$ cat config.mk
export PLATFORM = sky130hd
export DESIGN_NAME = ex_stage
export DESIGN_NICKNAME = d
export VERILOG_FILES = /design/src/rtl/core_pkg.sv /design/src/rtl/alu.sv /design/src/rtl/ex_stage.sv
export SDC_FILE = /design/constraint.sdc
export NUM_CORES = 1
export LEC_CHECK = 0
export ABC_AREA = 1
export CAP_MARGIN = 20
export CELL_PAD_IN_SITES_DETAIL_PLACEMENT = 0
export CELL_PAD_IN_SITES_GLOBAL_PLACEMENT = 2
export CORE_ASPECT_RATIO = 0.9
export CORE_MARGIN = 2
export CORE_UTILIZATION = 24
export DETAILED_ROUTE_END_ITERATION = 6
export PLACE_DENSITY = 0.76
export SLEW_MARGIN = 10
export SYNTH_ARGS = -nofsm -noshare
export SYNTH_HDL_FRONTEND = slang
export SYNTH_SLANG_ARGS = --single-unit
$ cat constraint.sdc
create_clock -name clk -period 1.14 [get_ports clk]
set_input_delay 0.171 -clock clk [delete_from_list [all_inputs] [get_ports clk]]
set_output_delay 0.171 -clock clk [all_outputs]
set_load 0.02 [all_outputs]
$ cat src/rtl/core_pkg.sv
// Shared definitions for the 16-bit core: ALU opcodes, forwarding selects and flag layout.
package core_pkg;

  typedef enum logic [3:0] {
    ADD = 4'd0,
    SUB = 4'd1,
    AND = 4'd2,
    OR  = 4'd3,
    XOR = 4'd4,
    SLL = 4'd5,
    SRL = 4'd6,
    SRA = 4'd7,
    MOV = 4'd8,
    CMP = 4'd9
  } aluOp_t;

  localparam logic [1:0] FWD_REG    = 2'b00;
  localparam logic [1:0] FWD_MEM_WB = 2'b01;
  localparam logic [1:0] FWD_EX_MEM = 2'b10;

  // flags register is packed {S,Z,C,V}
  localparam int FLAG_S = 3;
  localparam int FLAG_Z = 2;
  localparam int FLAG_C = 1;
  localparam int FLAG_V = 0;

  // MOV and undefined encodings leave the flag register untouched
  function automatic logic updatesFlags(input logic [3:0] op);
    return (op <= CMP) && (op != MOV);
  endfunction

endpackage

$ cat src/rtl/alu.sv
// Combinational ALU: result plus S/Z/C/V status for one operation.
module alu
  import core_pkg::*;
#(
  parameter int DATA_W  = 16,
  parameter int SHAMT_W = 4
) (
  input  logic [DATA_W-1:0] a,
  input  logic [DATA_W-1:0] b,
  input  logic [3:0]        op,
  output logic [DATA_W-1:0] result,
  output logic              s,
  output logic              z,
  output logic              c,
  output logic              v
);

  logic [SHAMT_W-1:0]      shamt;
  logic [DATA_W:0]         sum;
  logic [DATA_W:0]         diff;
  logic [DATA_W:0]         shlExt;
  logic [DATA_W:0]         shrExt;
  logic signed [DATA_W:0]  sraExt;

  // Shifts run on a one-bit-wider copy so the last bit shifted out lands in the extra bit.
  assign shamt  = b[SHAMT_W-1:0];
  assign sum    = {1'b0, a} + {1'b0, b};
  assign diff   = {1'b0, a} - {1'b0, b};
  assign shlExt = {1'b0, a} << shamt;
  assign shrExt = {a, 1'b0} >> shamt;
  assign sraExt = $signed({a, 1'b0}) >>> shamt;

  always_comb begin
    result = '0;
    c      = 1'b0;
    v      = 1'b0;
    case (op)
      ADD: begin
        result = sum[DATA_W-1:0];
        c      = sum[DATA_W];
        v      = (a[DATA_W-1] == b[DATA_W-1]) && (result[DATA_W-1] != a[DATA_W-1]);
      end
      SUB, CMP: begin
        result = diff[DATA_W-1:0];
        c      = diff[DATA_W];
        v      = (a[DATA_W-1] != b[DATA_W-1]) && (result[DATA_W-1] != a[DATA_W-1]);
      end
      AND: result = a & b;
      OR:  result = a | b;
      XOR: result = a ^ b;
      SLL: begin
        result = shlExt[DATA_W-1:0];
        c      = shlExt[DATA_W];
      end
      SRL: begin
        result = shrExt[DATA_W:1];
        c      = shrExt[0];
      end
      SRA: begin
        result = sraExt[DATA_W:1];
        c      = sraExt[0];
      end
      MOV: result = b;
      default: result = '0;
    endcase
    s = result[DATA_W-1];
    z = (result == '0);
  end

endmodule

$ cat src/rtl/ex_stage.sv
// EX stage: operand forwarding muxes, ALU, SZCV flag register, EX/MEM pipeline registers
// and load-use hazard detection toward ID.
module ex_stage
  import core_pkg::*;
#(
  parameter int DATA_W  = 16,
  parameter int SHAMT_W = 4
) (
  input  logic              clk,
  input  logic              rst,
  input  logic              in_valid,
  input  logic              hold,
  input  logic              flush,
  input  logic [DATA_W-1:0] rs_data,
  input  logic [DATA_W-1:0] rt_data,
  input  logic [DATA_W-1:0] imm,
  input  logic              use_imm,
  input  logic [3:0]        alu_op,
  input  logic              reg_write,
  input  logic              mem_read,
  input  logic              mem_write,
  input  logic [2:0]        dest,
  input  logic [1:0]        forwardA,
  input  logic [1:0]        forwardB,
  input  logic [DATA_W-1:0] fwd_3_4_data,
  input  logic [DATA_W-1:0] fwd_4_5_data,
  input  logic [2:0]        id_reg1,
  input  logic [2:0]        id_reg2,
  output logic              load_use_stall,
  output logic              valid_3_4,
  output logic              regWrite_3_4,
  output logic              mem_read_3_4,
  output logic              mem_write_3_4,
  output logic [2:0]        dest_3_4,
  output logic [DATA_W-1:0] alu_result_3_4,
  output logic [DATA_W-1:0] store_data_3_4,
  output logic [3:0]        flags
);

  logic [DATA_W-1:0] opA;
  logic [DATA_W-1:0] fwdB;
  logic [DATA_W-1:0] opB;
  logic [DATA_W-1:0] aluResult;
  logic              aluS, aluZ, aluC, aluV;

  // 2'b11 is unused by the forwarding unit and falls back to the register file.
  always_comb begin
    case (forwardA)
      FWD_EX_MEM: opA = fwd_3_4_data;
      FWD_MEM_WB: opA = fwd_4_5_data;
      default:    opA = rs_data;
    endcase
    case (forwardB)
      FWD_EX_MEM: fwdB = fwd_3_4_data;
      FWD_MEM_WB: fwdB = fwd_4_5_data;
      default:    fwdB = rt_data;
    endcase
    opB = use_imm ? imm : fwdB;
  end

  alu #(
    .DATA_W (DATA_W),
    .SHAMT_W(SHAMT_W)
  ) u_alu (
    .a     (opA),
    .b     (opB),
    .op    (alu_op),
    .result(aluResult),
    .s     (aluS),
    .z     (aluZ),
    .c     (aluC),
    .v     (aluV)
  );

  assign load_use_stall = in_valid & ~flush & mem_read & (dest != 3'd0) &
                          ((dest == id_reg1) | (dest == id_reg2));

  always_ff @(posedge clk or posedge rst) begin
    if (rst) begin
      valid_3_4      <= 1'b0;
      regWrite_3_4   <= 1'b0;
      mem_read_3_4   <= 1'b0;
      mem_write_3_4  <= 1'b0;
      dest_3_4       <= '0;
      alu_result_3_4 <= '0;
      store_data_3_4 <= '0;
      flags          <= '0;
    end else if (!hold) begin
      if (flush || !in_valid) begin
        // Bubble: everything cleared except the architectural flags.
        valid_3_4      <= 1'b0;
        regWrite_3_4   <= 1'b0;
        mem_read_3_4   <= 1'b0;
        mem_write_3_4  <= 1'b0;
        dest_3_4       <= '0;
        alu_result_3_4 <= '0;
        store_data_3_4 <= '0;
      end else begin
        valid_3_4      <= 1'b1;
        regWrite_3_4   <= reg_write;
        mem_read_3_4   <= mem_read;
        mem_write_3_4  <= mem_write;
        dest_3_4       <= dest;
        alu_result_3_4 <= aluResult;
        store_data_3_4 <= fwdB;
        if (updatesFlags(alu_op)) begin
          flags[FLAG_S] <= aluS;
          flags[FLAG_Z] <= aluZ;
          flags[FLAG_C] <= aluC;
          flags[FLAG_V] <= aluV;
        end
      end
    end
  end

endmodule

## Yosys cells after proc, flatten, opt, wreduce, memory -nomap -nowiden

Index checks and enable logic that the tools add are counted.

- Register bits after elaboration: 43
- Input port bits: 106
- Output and inout port bits: 44
- Word-level logic and storage cells: 68

- $add $sub $neg: 2
- Magnitude comparators: 1
- Equality and inequality tests: 20
- Shift-type cells: 3
- Mux-type cells: 13
- Bitwise gates (word level): 11
- Reduce and logical (&&, ||, !) cells: 10

Operators with widths:

| cell | number |
|---|---|
| case mux 16 bit (9 select lines) | 1 |
| case mux 16 bit (2 select lines) | 2 |
| 2-to-1 mux 16 bit | 3 |
| adder 16 x 16 -> 17 bit | 1 |
| left shift 16 x 4 -> 17 bit | 1 |
| right shift 17 x 4 -> 17 bit | 1 |
| >>> shifter 17 x 4 -> 17 bit | 1 |
| subtractor 16 x 16 -> 17 bit | 1 |
| AND 16 bit | 1 |
| equality test 4 x 3 -> 1 bit (second input constant) | 4 |
| logical NOT 16 bit | 1 |
| OR 16 bit | 1 |
| bitwise XOR 16 bit | 1 |
| equality test 4 x 2 -> 1 bit (second input constant) | 2 |
| equality test 4 bit (second input constant) | 2 |
| equality test 3 bit | 2 |
| case mux 1 bit (5 select lines) | 1 |
| AND 1 bit | 4 |
| equality test 2 x 1 -> 1 bit (second input constant) | 2 |
| equality test 2 bit (second input constant) | 2 |
| equality test 4 x 1 -> 1 bit (second input constant) | 1 |
| less-or-equal comparator 4 bit (second input constant) | 1 |
| logical NOT 4 bit | 1 |
| 2-to-1 mux 1 bit | 4 |
| 13 further kinds | 19 |

## Logic depth before layout (Yosys ltp)

- Word-level depth: 7
- Depth in mapped cells: 29
- Gate-level depth less buffers: 27

## By module

From an unflattened synthesis, not the netlist that was laid out.

- Cells, all modules: 1325
- Area, all modules: 7200.7 sq um

Modules (own cells, without submodules):

| module | instances | cells each | area an instance (sq um) | sequential area each (sq um) |
|---|---|---|---|---|
| alu | 1 | 974 | 4649.5 | 0.0 |
| ex_stage | 1 | 351 | 2551.2 | 1076.0 |

## Least setup slack after synthesis

OpenSTA, ideal clock, no wires.

- Path kind: input port to flip-flop
- From: in forwardA[0]
- To: reg flags[2]
- Library setup time: 0.065 ns
- Arrival time: 2.996 ns
- Data required time: 1.075 ns
- Setup slack: -1.921 ns
- Stages: 23
- Path buffers: 1
- Path through: inv_1 ha_1 inv_2 buf_2 o21ai_0 inv_1 ha_1 fa_1 nand3_1 nand2_1 nand3_1 nand2_1 nand2_1 nand2_1 o21ai_0 a21oi_1 nor2_1 nand3_1 nor2_1 nand2_1 nor2_1 nand2_1 nand2_1

- Cells in the longest elaborated chain, start to end: 5
- Elaborated cells between the ends (all ways): 13
- Classes of those cells: add/sub: 2; eq/ne: 2; shift: 3; mux: 2; bitwise: 3; reduce/logical: 1

Ends and longest elaborated chain:

| what | RTL line | RTL |
|---|---|---|
| from (decl) | ex_stage.sv:23 | `input logic [1:0] forwardA,` |
| equality test 2 x 1 -> 1 bit or equality test 2 bit (tied branches) | ex_stage.sv:48 | `case (forwardA)` |
| case mux 16 bit (2 select lines) * | ex_stage.sv:48 |  |
| subtractor 16 x 16 -> 17 bit, or another cell as far along | alu.sv:28 | `assign diff = {1'b0, a} - {1'b0, b};` |
| case mux 16 bit (9 select lines) * | alu.sv:37 | `case (op)` |
| logical NOT 16 bit * | alu.sv:67 | `z = (result == '0);` |
| to (signal, indexed assignment) | ex_stage.sv:107 | `flags[FLAG_S] <= aluS;` |
| to (signal, indexed assignment) | ex_stage.sv:108 | `flags[FLAG_Z] <= aluZ;` |
| to (signal, indexed assignment) | ex_stage.sv:109 | `flags[FLAG_C] <= aluC;` |
| to (decl) | ex_stage.sv:37 | `output logic [3:0] flags` |

Mark *: on every way between the ends. The rest lies on a longest branch, timed or not.
A chain may end at the register's enable or synchronous reset.

## Worst setup path in the final report

- From: in forwardB[0]
- To: reg alu_result_3_4[12]

- Cells in the longest elaborated chain, start to end: 6
- Elaborated cells between the ends (all ways): 14
- Classes of those cells: add/sub: 2; eq/ne: 2; shift: 3; mux: 4; bitwise: 3

Ends and longest elaborated chain:

| what | RTL line | RTL |
|---|---|---|
| from (decl) | ex_stage.sv:24 | `input logic [1:0] forwardB,` |
| equality test 2 x 1 -> 1 bit or equality test 2 bit (tied branches) | ex_stage.sv:53 | `case (forwardB)` |
| case mux 16 bit (2 select lines) * | ex_stage.sv:53 |  |
| 2-to-1 mux 16 bit * | ex_stage.sv:58 | `opB = use_imm ? imm : fwdB;` |
| subtractor 16 x 16 -> 17 bit, or another cell as far along | alu.sv:28 |  |
| case mux 16 bit (9 select lines) * | alu.sv:37 |  |
| 2-to-1 mux 16 bit * | ex_stage.sv:89 | `if (flush \|\| !in_valid) begin` |
| to (signal assigned) | ex_stage.sv:104 | `alu_result_3_4 <= aluResult;` |
| to (decl) | ex_stage.sv:35 | `output logic [DATA_W-1:0] alu_result_3_4,` |

Marked as above.

==> flow_metrics.py <==
metrics = {
    "grt": {
        "use_met1_pct": 38.19,
        "antenna_found_initial": 0,
        "grt_pass1_vias": 9656,
        "gr-usage-met2_pct": 39.69,
        "grt_max_degree": 41,
        "grt_util_all_layers_pct": 26.11,
        "grt_use_met3_pct": 3.386,
        "gr-max-usage-layer": "met2",
        "grt_pass1_wl_um": 60130,
        "grt_overflow": 0,
    },
    "critical_path": {
        "startpoint": "forwardB[0]",
        "cp-endpoint": "alu_result_3_4[12]$_DFFE_PP0N_",
        "r2r-start": "alu_result_3_4[2]$_DFFE_PP0N_",
        "crit_slowest_cell": "ha_4",
        "arrival_ns": 3.05,
        "crit_chain": "buf_8, inv_8, ha_4, inv_8, buf_12, o21ai_4, o21a_1, inv_2, ha_4, buf_6, inv_6, a21oi_4, o21ai_4, buf_4, nand2_2, nand3_4, nand2_4, nand2_4, buf_4, a21oi_2, nor2_4, buf_6, buf_6, o21ai_1",
        "path_buf_inv": 11,
        "r2r_slack_ns": 0.29,
        "cp_max_fo": 8,
        "reg2reg_depth": 2,
        "worst-setup-path-type": "in2reg",
        "cpMostUsedCell": "buf_6",
        "timing.rr.end": "alu_result_3_4[2]$_DFFE_PP0N_",
        "cp_top_family": "buffers and inverters",
        "path_depth": 24,
        "start_kind": "input pin",
        "crit_path_end_kind": "flop",
        "slowest_delay_ns": 0.31,
        "required_ns": 1.36,
    },
    "synthesis": {
        "synthMuxAreaShare_pct": 0,
        "synth-edff-count": 0,
        "synth_top_family_by_area": "simple AND/OR/NAND/NOR gates",
        "async_reset_ff_share_pct": 100.0,
        "synth-xor-area-share_pct": 1.256,
        "synth-compound-area-share_pct": 19.56,
        "seq_area_frac_synth_pct": 15.43,
        "synth_cell_types": 52,
        "yosys.area_share.simple_pct": 42.54,
        "synth_nets": 1348,
        "postSynthAreaPerCell_um2": 5.874,
        "ys_ff_latch": 43,
        "synth_fa_ha_area_share_pct": 9.977,
        "netlist_area_um2": 6973,
        "yosysWarningCount": 0,
        "postSynthCellCount": 1187,
        "synth-main-ff-cell": "dfrtp_1",
    },
    "timing": {
        "rsz0062_at_grt": "true",
        "setup_ws_ns": -1.694,
        "setup_viol": 24,
        "finalCriticalPeriod_ns": 2.834,
        "max_freq_mhz": 352.9,
        "slew_headroom_pct": 67.59,
        "hold_slack_ns": 0.1752,
        "timing.final.crit_share_pct": 248.6,
        "hold_viol_final": 0,
        "worstMarginPinSlew_ns": 0.4810,
        "slew_violations": 0,
        "clock_skew_ns": 0,
    },
    "power_and_ir_drop": {
        "power_switching_w": 0.006483,
        "pwr-share-clk_pct": 11.5,
        "vdd_ir_drop_max_mv": 0.5498,
        "power.leakage_nw": 6.321,
        "pwr-share-comb_pct": 76.2,
        "sw_frac_of_total_pct": 46.35,
        "power_w": 0.01399,
        "internal_power_w": 0.007504,
        "power_frac_seq_pct": 12.3,
        "power_per_cell_area_nw_per_um2": 1051,
    },
    "finish": {
        "fin_util_pct": 46.33,
        "mostFrequentLayoutCells": "nand2_1 (294), buf_4 (284), nand3_1 (135)",
        "num_antenna_cells": 0,
        "multi_input_comb_area_um2": 6723,
        "drive_gt1_share_pct": 45.99,
        "fill_cells": 2953,
        "seq_area_um2": 1076,
        "layout.cells.most_common": "nand2_1",
        "final_area_um2": 13310,
        "area_delta_synth_final_pct": 90.81,
        "final_cells": 2001,
        "fin_nets": 1796,
    },
    "placed_design": {
        "placed_area_um2": 11260,
        "dpl.hpwl_um": 33060,
        "placedCellCount": 1941,
        "place.gp.congestion": 0.9552,
        "portBuffers": 149,
    },
    "clocking": {
        "insertion_delay_ns": 0.29,
        "cts_tree": "yes",
        "clk_path_buf_depth": 2,
        "holdBufCountCts": 0,
        "root_buffer": "clkbuf_16",
        "cts_buffers": 5,
        "cts_num_sinks": 43,
        "clk_pin_slew_ns": 0.06,
        "htreeDepth": 2,
    },
    "routing": {
        "drt-initial-drc-count": 707,
        "vias": 10039,
        "first_pass_iters": 5,
        "ant_nets": 0,
        "wl_um": 41210,
        "wl_per_cell_um": 20.59,
        "viasPerCell": 5.017,
        "drc": 0,
    },
    "die": {
        "dieArea_um2": 30440,
        "start_util_pct": 24.28,
        "core-area_um2": 28720,
        "die_w_um": 183.7,
        "num_rows": 59,
        "dieHeight_um": 165.7,
        "io_pins": 150,
    },
    "hold_path": {
        "hp-class": "in2async",
    },
    "run_status": {
        "status": "finished with violations",
        "violations": "setup timing",
    },
    "run": {
        "cap_viol_max_count": 0,
    },
}
==> per-stage QoR <==
stage                     setup TNS (ns)  setup WS, ns
after global routing              -33.08        -1.821
after global placement            -68.72        -2.910
after detailed placement          -68.69        -2.886
final                             -30.50        -1.694
after CTS                         -30.59        -1.688
after floorplan                   -26.43        -1.564
==> power by group through the flow <==
stage | Combinational (W) | Sequential, W | Clock, W
after detailed placement | 0.00831 | 0.00175 | 0
after global placement | 0.00836 | 0.00175 | 0
after floorplan | 0.00409 | 0.00189 | 0
after CTS | 0.00944 | 0.00172 | 0.00164
after global routing | 0.0114 | 0.00174 | 0.00168
final | 0.0107 | 0.00172 | 0.00160
==> layer usage <==
| metal | share of wire [%] | routed length [um] |
|---|---|---|
| met5 | 0 | 0 |
| met4 | 3.1 | 1268 |
| met3 | 7.2 | 2959 |
| met2 | 43 | 17710 |
| met1 | 47 | 19260 |
==> registers in the layout, summed over array words and instances (netlist names) <==
signal,cells
alu_result_3_4,16
store_data_3_4,16
flags,4
dest_3_4,3
mem_read_3_4,1
mem_write_3_4,1
regWrite_3_4,1
valid_3_4,1
==> worst register-to-register path, delay by kind of cell, from the launching register on <==
kind | cells | cell delay (ns)
AO/OA/AOI/OAI | 1 | 0.21
buffers and inverters | 1 | 0.14
flip-flops | 1 | 0.40
==> cell families (layout without fill, tap and decap cells) <==
group | after synthesis | after routing
and+or+nand+nor | 681 | 681
AOI/OAI and AO/OA | 228 | 228
buffers and inverters | 170 | 618
adders and majority gates | 55 | 55
DFF | 43 | 43
xor gates and xnor gates | 10 | 10
==> Yosys cell counts, types with 4 or more instances <==
master,count,area share [%]
or2_0,5,0.45
nand3_1,183,13
nor3_1,12,0.86
o21ai_2,7,0.88
o21bai_1,5,0.54
or2_1,5,0.45
a31oi_1,4,0.36
buf_6,11,1.8
o21ai_1,18,1.3
dfrtp_1,43,15
a21oi_1,62,4.5
xor2_1,4,0.50
clkbuf_1,17,0.92
inv_1,97,5.2
o211ai_1,7,0.75
a22o_1,12,1.5
a211oi_1,5,0.54
nand2_1,352,19
nand3_2,9,1.3
o21a_1,7,0.75
buf_2,19,1.4
nand4_1,9,0.81
o21ai_0,75,5.4
buf_4,8,0.86
ha_1,54,9.7
o22ai_1,14,1.3
xnor2_1,6,0.75
nand2_2,7,0.63
nor2_1,90,4.8
inv_2,13,0.70
==> final cells by class <==
cell class,count,area share (%)
clock buffer,6,0.9686
timing repair inverter,1,0.04702
timing repair buffer,496,33.04
tap,366,3.442
clock inverter,1,0.2257
inverter,114,3.658
multi-input combinational,974,50.53
sequential,43,8.087
==> worst min path at each step <==
stage	startpoint	endpoint	cells after the start
final	rst	store_data_3_4[10]$_DFFE_PP0N_	2
after global routing	rst	store_data_3_4[10]$_DFFE_PP0N_	2
after CTS	rst	store_data_3_4[10]$_DFFE_PP0N_	2
after detailed placement	store_data_3_4[12]$_DFFE_PP0N_	store_data_3_4[12]$_DFFE_PP0N_	2
after global placement	store_data_3_4[15]$_DFFE_PP0N_	store_data_3_4[15]$_DFFE_PP0N_	2
after floorplan	rst	alu_result_3_4[0]$_DFFE_PP0N_	1
==> what timing repair did <==
item,CTS,global route
endpoints found under the setup margin,83,59
pin swaps,119,129
gates cloned,2,2
setup buffers,39,23
resized for setup,382,237
(Power assumes the default switching activity.)
